--- src/rtl/mmv_pkg.sv ---
// Shared types for the memory-mapped pipeline buffer.
// The request struct here uses the default 8-bit address/data widths.
// Instances with other widths declare a local struct with the same field
// order and hand it to the FIFO as a type parameter.
package mmv_pkg;

    localparam int MMV_AWIDTH_DEF = 8;
    localparam int MMV_DWIDTH_DEF = 8;

    typedef struct packed {
        logic [MMV_AWIDTH_DEF-1:0] addr;
        logic                      wreq;
        logic                      rreq;
        logic [MMV_DWIDTH_DEF-1:0] wdat;
    } mmv_req_t;

endpackage

--- src/rtl/mmv_req_fifo.sv ---
// Request FIFO of DEPTH entries, where DEPTH is a power of 2.
// The head is read straight out of the storage registers, so it comes from
// registers only. The empty and full flags are registered from the next
// count, so no input reaches any output in the same cycle.
module mmv_req_fifo
    import mmv_pkg::*;
#(
    parameter int  DEPTH = 4,
    parameter type req_t = mmv_req_t
) (
    input  logic clk,
    input  logic reset_n,
    input  logic push,
    input  req_t push_req,
    input  logic pop,
    output req_t head,
    output logic empty,
    output logic full
);

    localparam int PW = (DEPTH > 1) ? $clog2(DEPTH) : 1;
    localparam int CW = $clog2(DEPTH + 1);
    localparam logic [CW-1:0] DEPTH_C = CW'(DEPTH);

    req_t          mem [DEPTH];
    logic [PW-1:0] wptr;
    logic [PW-1:0] rptr;
    logic [CW-1:0] count;
    logic [CW-1:0] count_nxt;
    logic          push_ok;
    logic          pop_ok;

    assign push_ok = push & ~full;
    assign pop_ok  = pop & ~empty;
    assign head    = mem[rptr];

    // Compute the next occupancy. A push and a pop in the same cycle cancel.
    always_comb begin
        count_nxt = count;
        if (push_ok && !pop_ok) begin
            count_nxt = count + 1'b1;
        end else if (!push_ok && pop_ok) begin
            count_nxt = count - 1'b1;
        end
    end

    // Write into storage. Reset clears it so that m_addr and m_wdat read 0.
    always_ff @(posedge clk or negedge reset_n) begin
        if (!reset_n) begin
            for (int i = 0; i < DEPTH; i++) begin
                mem[i] <= '0;
            end
        end else if (push_ok) begin
            mem[wptr] <= push_req;
        end
    end

    // Update the pointers, the count and the registered flags.
    always_ff @(posedge clk or negedge reset_n) begin
        if (!reset_n) begin
            wptr  <= '0;
            rptr  <= '0;
            count <= '0;
            empty <= 1'b1;
            full  <= 1'b0;
        end else begin
            if (push_ok) wptr <= wptr + 1'b1;
            if (pop_ok)  rptr <= rptr + 1'b1;
            count <= count_nxt;
            empty <= (count_nxt == '0);
            full  <= (count_nxt == DEPTH_C);
        end
    end

endmodule

--- src/rtl/mmv_pipe_buffer.sv ---
// Memory-mapped pipeline buffer. A DEPTH-entry request FIFO sits between the
// master and the slave, and the number of reads in flight is capped at RDPEND.
// Optional macro MMV_PIPE_BUFFER_RDREG_EN registers the read-return path;
// when it is not defined, the read return passes straight through.
module mmv_pipe_buffer
    import mmv_pkg::*;
#(
    parameter int AWIDTH = 8,
    parameter int DWIDTH = 8,
    parameter int DEPTH  = 4,
    parameter int RDPEND = 8
) (
    input  logic                            clk,
    input  logic                            reset_n,
    input  logic [AWIDTH-1:0]               s_addr,
    input  logic                            s_wreq,
    input  logic [DWIDTH-1:0]               s_wdat,
    input  logic                            s_rreq,
    output logic [DWIDTH-1:0]               s_rdat,
    output logic                            s_rval,
    output logic                            s_busy,
    output logic [AWIDTH-1:0]               m_addr,
    output logic                            m_wreq,
    output logic [DWIDTH-1:0]               m_wdat,
    output logic                            m_rreq,
    input  logic [DWIDTH-1:0]               m_rdat,
    input  logic                            m_rval,
    input  logic                            m_busy,
    output logic [$clog2(RDPEND+1)-1:0]     rd_pend,
    output logic                            rd_err
);

    localparam int PW = $clog2(RDPEND + 1);
    localparam logic [PW-1:0] RDPEND_C = PW'(RDPEND);

    typedef struct packed {
        logic [AWIDTH-1:0] addr;
        logic              wreq;
        logic              rreq;
        logic [DWIDTH-1:0] wdat;
    } req_t;

    req_t push_req;
    req_t head;
    logic empty;
    logic full;
    logic push;
    logic pop;
    logic rd_ok;
    logic rd_inc;

    assign push_req = '{addr: s_addr, wreq: s_wreq, rreq: s_rreq, wdat: s_wdat};
    assign push     = (s_wreq | s_rreq) & ~full;
    assign s_busy   = full;

    // A read at the head waits for a free read slot. Anything queued behind it
    // waits too, so the request order is kept.
    assign rd_ok  = ~head.rreq | (rd_pend < RDPEND_C);
    assign m_wreq = head.wreq & ~empty & rd_ok;
    assign m_rreq = head.rreq & ~empty & rd_ok;
    assign m_addr = head.addr;
    assign m_wdat = head.wdat;
    assign pop    = (m_wreq | m_rreq) & ~m_busy;
    assign rd_inc = pop & head.rreq;

    mmv_req_fifo #(
        .DEPTH (DEPTH),
        .req_t (req_t)
    ) u_req_fifo (
        .clk      (clk),
        .reset_n  (reset_n),
        .push     (push),
        .push_req (push_req),
        .pop      (pop),
        .head     (head),
        .empty    (empty),
        .full     (full)
    );

    // Track outstanding reads. A return with nothing outstanding is flagged
    // as an error, and that flag stays set until reset.
    always_ff @(posedge clk or negedge reset_n) begin
        if (!reset_n) begin
            rd_pend <= '0;
            rd_err  <= 1'b0;
        end else begin
            case ({rd_inc, m_rval})
                2'b10:   rd_pend <= rd_pend + 1'b1;
                2'b01:   if (rd_pend != '0) rd_pend <= rd_pend - 1'b1;
                default: rd_pend <= rd_pend;
            endcase
            if (m_rval && (rd_pend == '0)) rd_err <= 1'b1;
        end
    end

`ifdef MMV_PIPE_BUFFER_RDREG_EN
    // Registered read return: one cycle of latency, no combinational path.
    always_ff @(posedge clk or negedge reset_n) begin
        if (!reset_n) begin
            s_rdat <= '0;
            s_rval <= 1'b0;
        end else begin
            s_rdat <= m_rdat;
            s_rval <= m_rval;
        end
    end
`else
    assign s_rdat = m_rdat;
    assign s_rval = m_rval;
`endif

endmodule

--- config.mk ---
export PLATFORM = sky130hd
export DESIGN_NAME = mmv_pipe_buffer
export DESIGN_NICKNAME = d
export VERILOG_FILES = /design/src/rtl/mmv_pkg.sv /design/src/rtl/mmv_req_fifo.sv /design/src/rtl/mmv_pipe_buffer.sv
export SDC_FILE = /design/constraint.sdc
export NUM_CORES = 1
export LEC_CHECK = 0
export ABC_AREA = 1
export BUFFER_PORTS_ARGS = -buffer_cell sky130_fd_sc_hd__buf_2
export CORE_ASPECT_RATIO = 0.6
export CORE_MARGIN = 3
export CORE_UTILIZATION = 51
export DETAILED_ROUTE_END_ITERATION = 10
export HOLD_SLACK_MARGIN = 0.06
export PLACE_DENSITY_LB_ADDON = 0.2
export SYNTH_ARGS = -nofsm -noshare
export SYNTH_HDL_FRONTEND = slang
export SYNTH_SLANG_ARGS = --single-unit
--- constraint.sdc ---
create_clock -name clk -period 2.1 [get_ports clk]
set_input_delay 0.105 -clock clk [delete_from_list [all_inputs] [get_ports clk]]
set_output_delay 0.105 -clock clk [all_outputs]
set_load 0.02 [all_outputs]
==> out/summary.txt <==
Final Skew - 0.00667 ns
initial antenna violation count - 0
Final Power - 8.75 mW
Starting DRT DRC Count - 331
vias in the first global route - 3,019
hold slack - 0.0762 ns
Peak supply drop - 0.783 mV
Core Area - 7450 um^2
# Max-Cap Violations - 0
Gate power share - 45.8%
CP arrival - 2.39 ns
proportion of synthesized chip area in sequential cells - 53.6%
most frequent cells in the layout - 105 x o21ai_0, 93 x nand2_1, 84 x dfrtp_1
Slew Viols, Final - 0
violated checks - setup timing
antenna viol nets, final - 0
status - complete, but fails checks
CTS tree - built
Max-Slew Margin vs Limit - 54.6%
drt pass-1 iters - 5
commonest non-fill, non-tap cell in the layout - o21ai_0
yosys warns - 0
final worst slack - -0.0583 ns
Routability Congestion - 0.764
gr usage total - 21.0%
FF-to-FF End - rd_pend[3]
LEAKAGE - 2.37 nW
Setup CP Type - register to register
CTS root buffer - clkbuf_16
Sw Ratio - 41.8%
filler cell count - 634
Critical Path RT - 2.33 ns
cell row count - 24
Net Count, Synth - 504
final non-filler cell total - 617
clk sink count - 86
first-pass GRT wire length - 14,700 um
CP bufs+invs - 2
crit-path max FO - 5
ANT cells - 0
unrepaired setup endpoints after global routing - yes
die area - 9010 um^2
# H-tree levels - 3
Clock power frac - 20.7%
Post-synth EDFFs - 0
Power Density - 1840 nW/um^2
PortBufs - 46
Routed WL - 9030 um
vias - 3,204
chip height - 74.8 um
via-per-instance ratio - 5.19
mean post-synth cell area - 8.64 um^2
top_reg_cell synth - dfrtp_1
post-route design area - 4760 um^2
pin count of the biggest net entering global routing - 50
crit path launch type - register
cell mode on critical path - nand2_2
clk slew on worst S/H paths - 0.06 ns
Worst R2R Path Depth - 15
Seq cells post-synth - 86
worst min path class - input pin to register
Final min period - 2.16 ns
Reg2Reg Setup Slack - -0.06 ns
GR Overflow Total - 0
Starting Density - 53.9%
Final Hold Fails - 0
final core occ - 63.9%
CP Launch Point - u_req_fifo.rptr[0]
placed cell areas - 4340 um^2
Crit-path slowest cell - dfrtp_2
reg-to-reg startpoint - u_req_fifo.rptr[0]
clock buffer depth - 2
Setup crit end - rd_pend[3]
hpwl dp - 5570 um
Net Switching - 3.66 mW
CP max stage delay - 0.45 ns
async set-reset flop share out of synthesis - 100%
CP cell instances - inv_4 > nand2_2 > nand3_2 > and2_4 > nand4_1 > nand2_2 > inv_2 > ha_4 > nand2_2 > nor2_2 > a211oi_2 > or2_1 > nand3_1 > nand2_1 > nand2_1
Seq pwr share - 33.6%
Tightest Pin Transition - 0.675 ns
Top delay family on crit path - simple AND/OR/NAND/NOR gates
Num CTS Buffers - 9
Area Growth Syn to Fin - 18.4%
TNS Setup - -0.0583 ns
DRC - 0
Die X - 121 um
Pint - 5.09 mW
share of layout cells above drive strength 1 - 19.5%
Yosys cell types - 31
Max Freq - 0.463 GHz
critical path depth in cells - 15
Synth Cell Area - 4020 um^2
IO Pins - 63
Tcrit/Tclk final - 103%
Final nets - 548
Skew-Pair Late Insertion Delay - 0.34 ns
DP Cell Count - 598
Critical Path Sink Type - register
pre-CTS WS - -0.103 ns
endpoints failing setup - 1
wire per inst - 14.6 um
Post-Syn Instances - 465
## registers in the layout, indices dropped and copies added, names as in the netlist
signal / cells
rd_err: 1
u_req_fifo.mem: 72
rd_pend: 4
u_req_fifo.empty: 1
u_req_fifo.count: 3
u_req_fifo.full: 1
u_req_fifo.rptr: 2
u_req_fifo.wptr: 2
## kinds of logic (layout without fill, tap and decap cells)
kind of cell | Yosys count | in the layout | synth area share (%)
compound gates | 130 | 130 | 17.4
xor+xnor | 6 | 6 | 1.31
fa+ha+maj | 9 | 9 | 2.99
buf+inv | 71 | 119 | 7.69
flops | 86 | 86 | 53.6
simple gates | 163 | 163 | 17.0
## cells in the mapped netlist (2+ instances only)
cell      instances  area share, %
inv_1            39            3.6
dfrtp_1          85             53
nand4_1           5           0.78
o22ai_1          16            2.5
o21ai_0         105             13
a21oi_1           4           0.50
or2_1             2           0.31
nand3_1           7           0.87
xor2_1            5            1.1
nand3_2           3           0.75
ha_1              8            2.5
clkbuf_1         20            1.9
nand2_2           5           0.78
nor2_1           41            3.8
nand2_1          96            9.0
buf_4             9            1.7
## routing by layer
layer | part of all wire [%] | GRT usage (%)
met1 | 48 | 28.6
met2 | 46 | 33.7
met3 | 5.4 | 5.41
met4 | 1.0 | 7.29
met5 | 0 | 0
## worst min-delay path by stage
stage	cells after the start	from	end
2_1_floorplan	0	reset_n	rd_err
3_3_place_gp	1	reset_n	u_req_fifo.mem[1]
3_5_place_dp	1	reset_n	u_req_fifo.mem[1]
4_1_cts	3	s_addr[5]	u_req_fifo.mem[51]
5_1_grt	3	s_addr[6]	u_req_fifo.mem[16]
6_report	3	s_addr[0]	u_req_fifo.mem[28]
## layout make-up
class	count	area (um^2)	area share, %
Sequential cell	86	2150	45.3
Multi-Input combinational cell	308	1600	33.6
Timing Repair Buffer	64	385	8.10
Clock buffer	11	243	5.10
Inverter	40	153	3.21
Tap cell	104	130	2.73
Clock inverter	4	95.1	2.00
## what timing repair did
action	in CTS	in global routing
hold buffers	2	0
hold endpoints to repair	38	0
endpoints found under the setup margin	1	1
resized for setup	3	8
setup buffers	1	1
pin swaps	1	5
## power by group through the flow
stage / registers [mW] / logic [mW] / clock network (mW)
after floorplan: 2.87 / 2.74 / 0
after global placement: 2.90 / 3.74 / 0
after detailed placement: 2.93 / 3.84 / 0
after CTS: 2.92 / 3.93 / 1.84
after global routing: 3.04 / 4.48 / 1.92
final: 2.94 / 4.00 / 1.81
## worst reg2reg max path, cell delays in order, from the launching register on
cell and delay (ns):
dfrtp_2 0.45, inv_4 0.09, nand2_2 0.05, nand3_2 0.07, and2_4 0.14, nand4_1 0.10, nand2_2 0.10, inv_2 0.06
ha_4 0.23, nand2_2 0.07, nor2_2 0.04, a211oi_2 0.23, or2_1 0.18, nand3_1 0.11, nand2_1 0.09, nand2_1 0.05
Power figures use the tool's default switching activity.
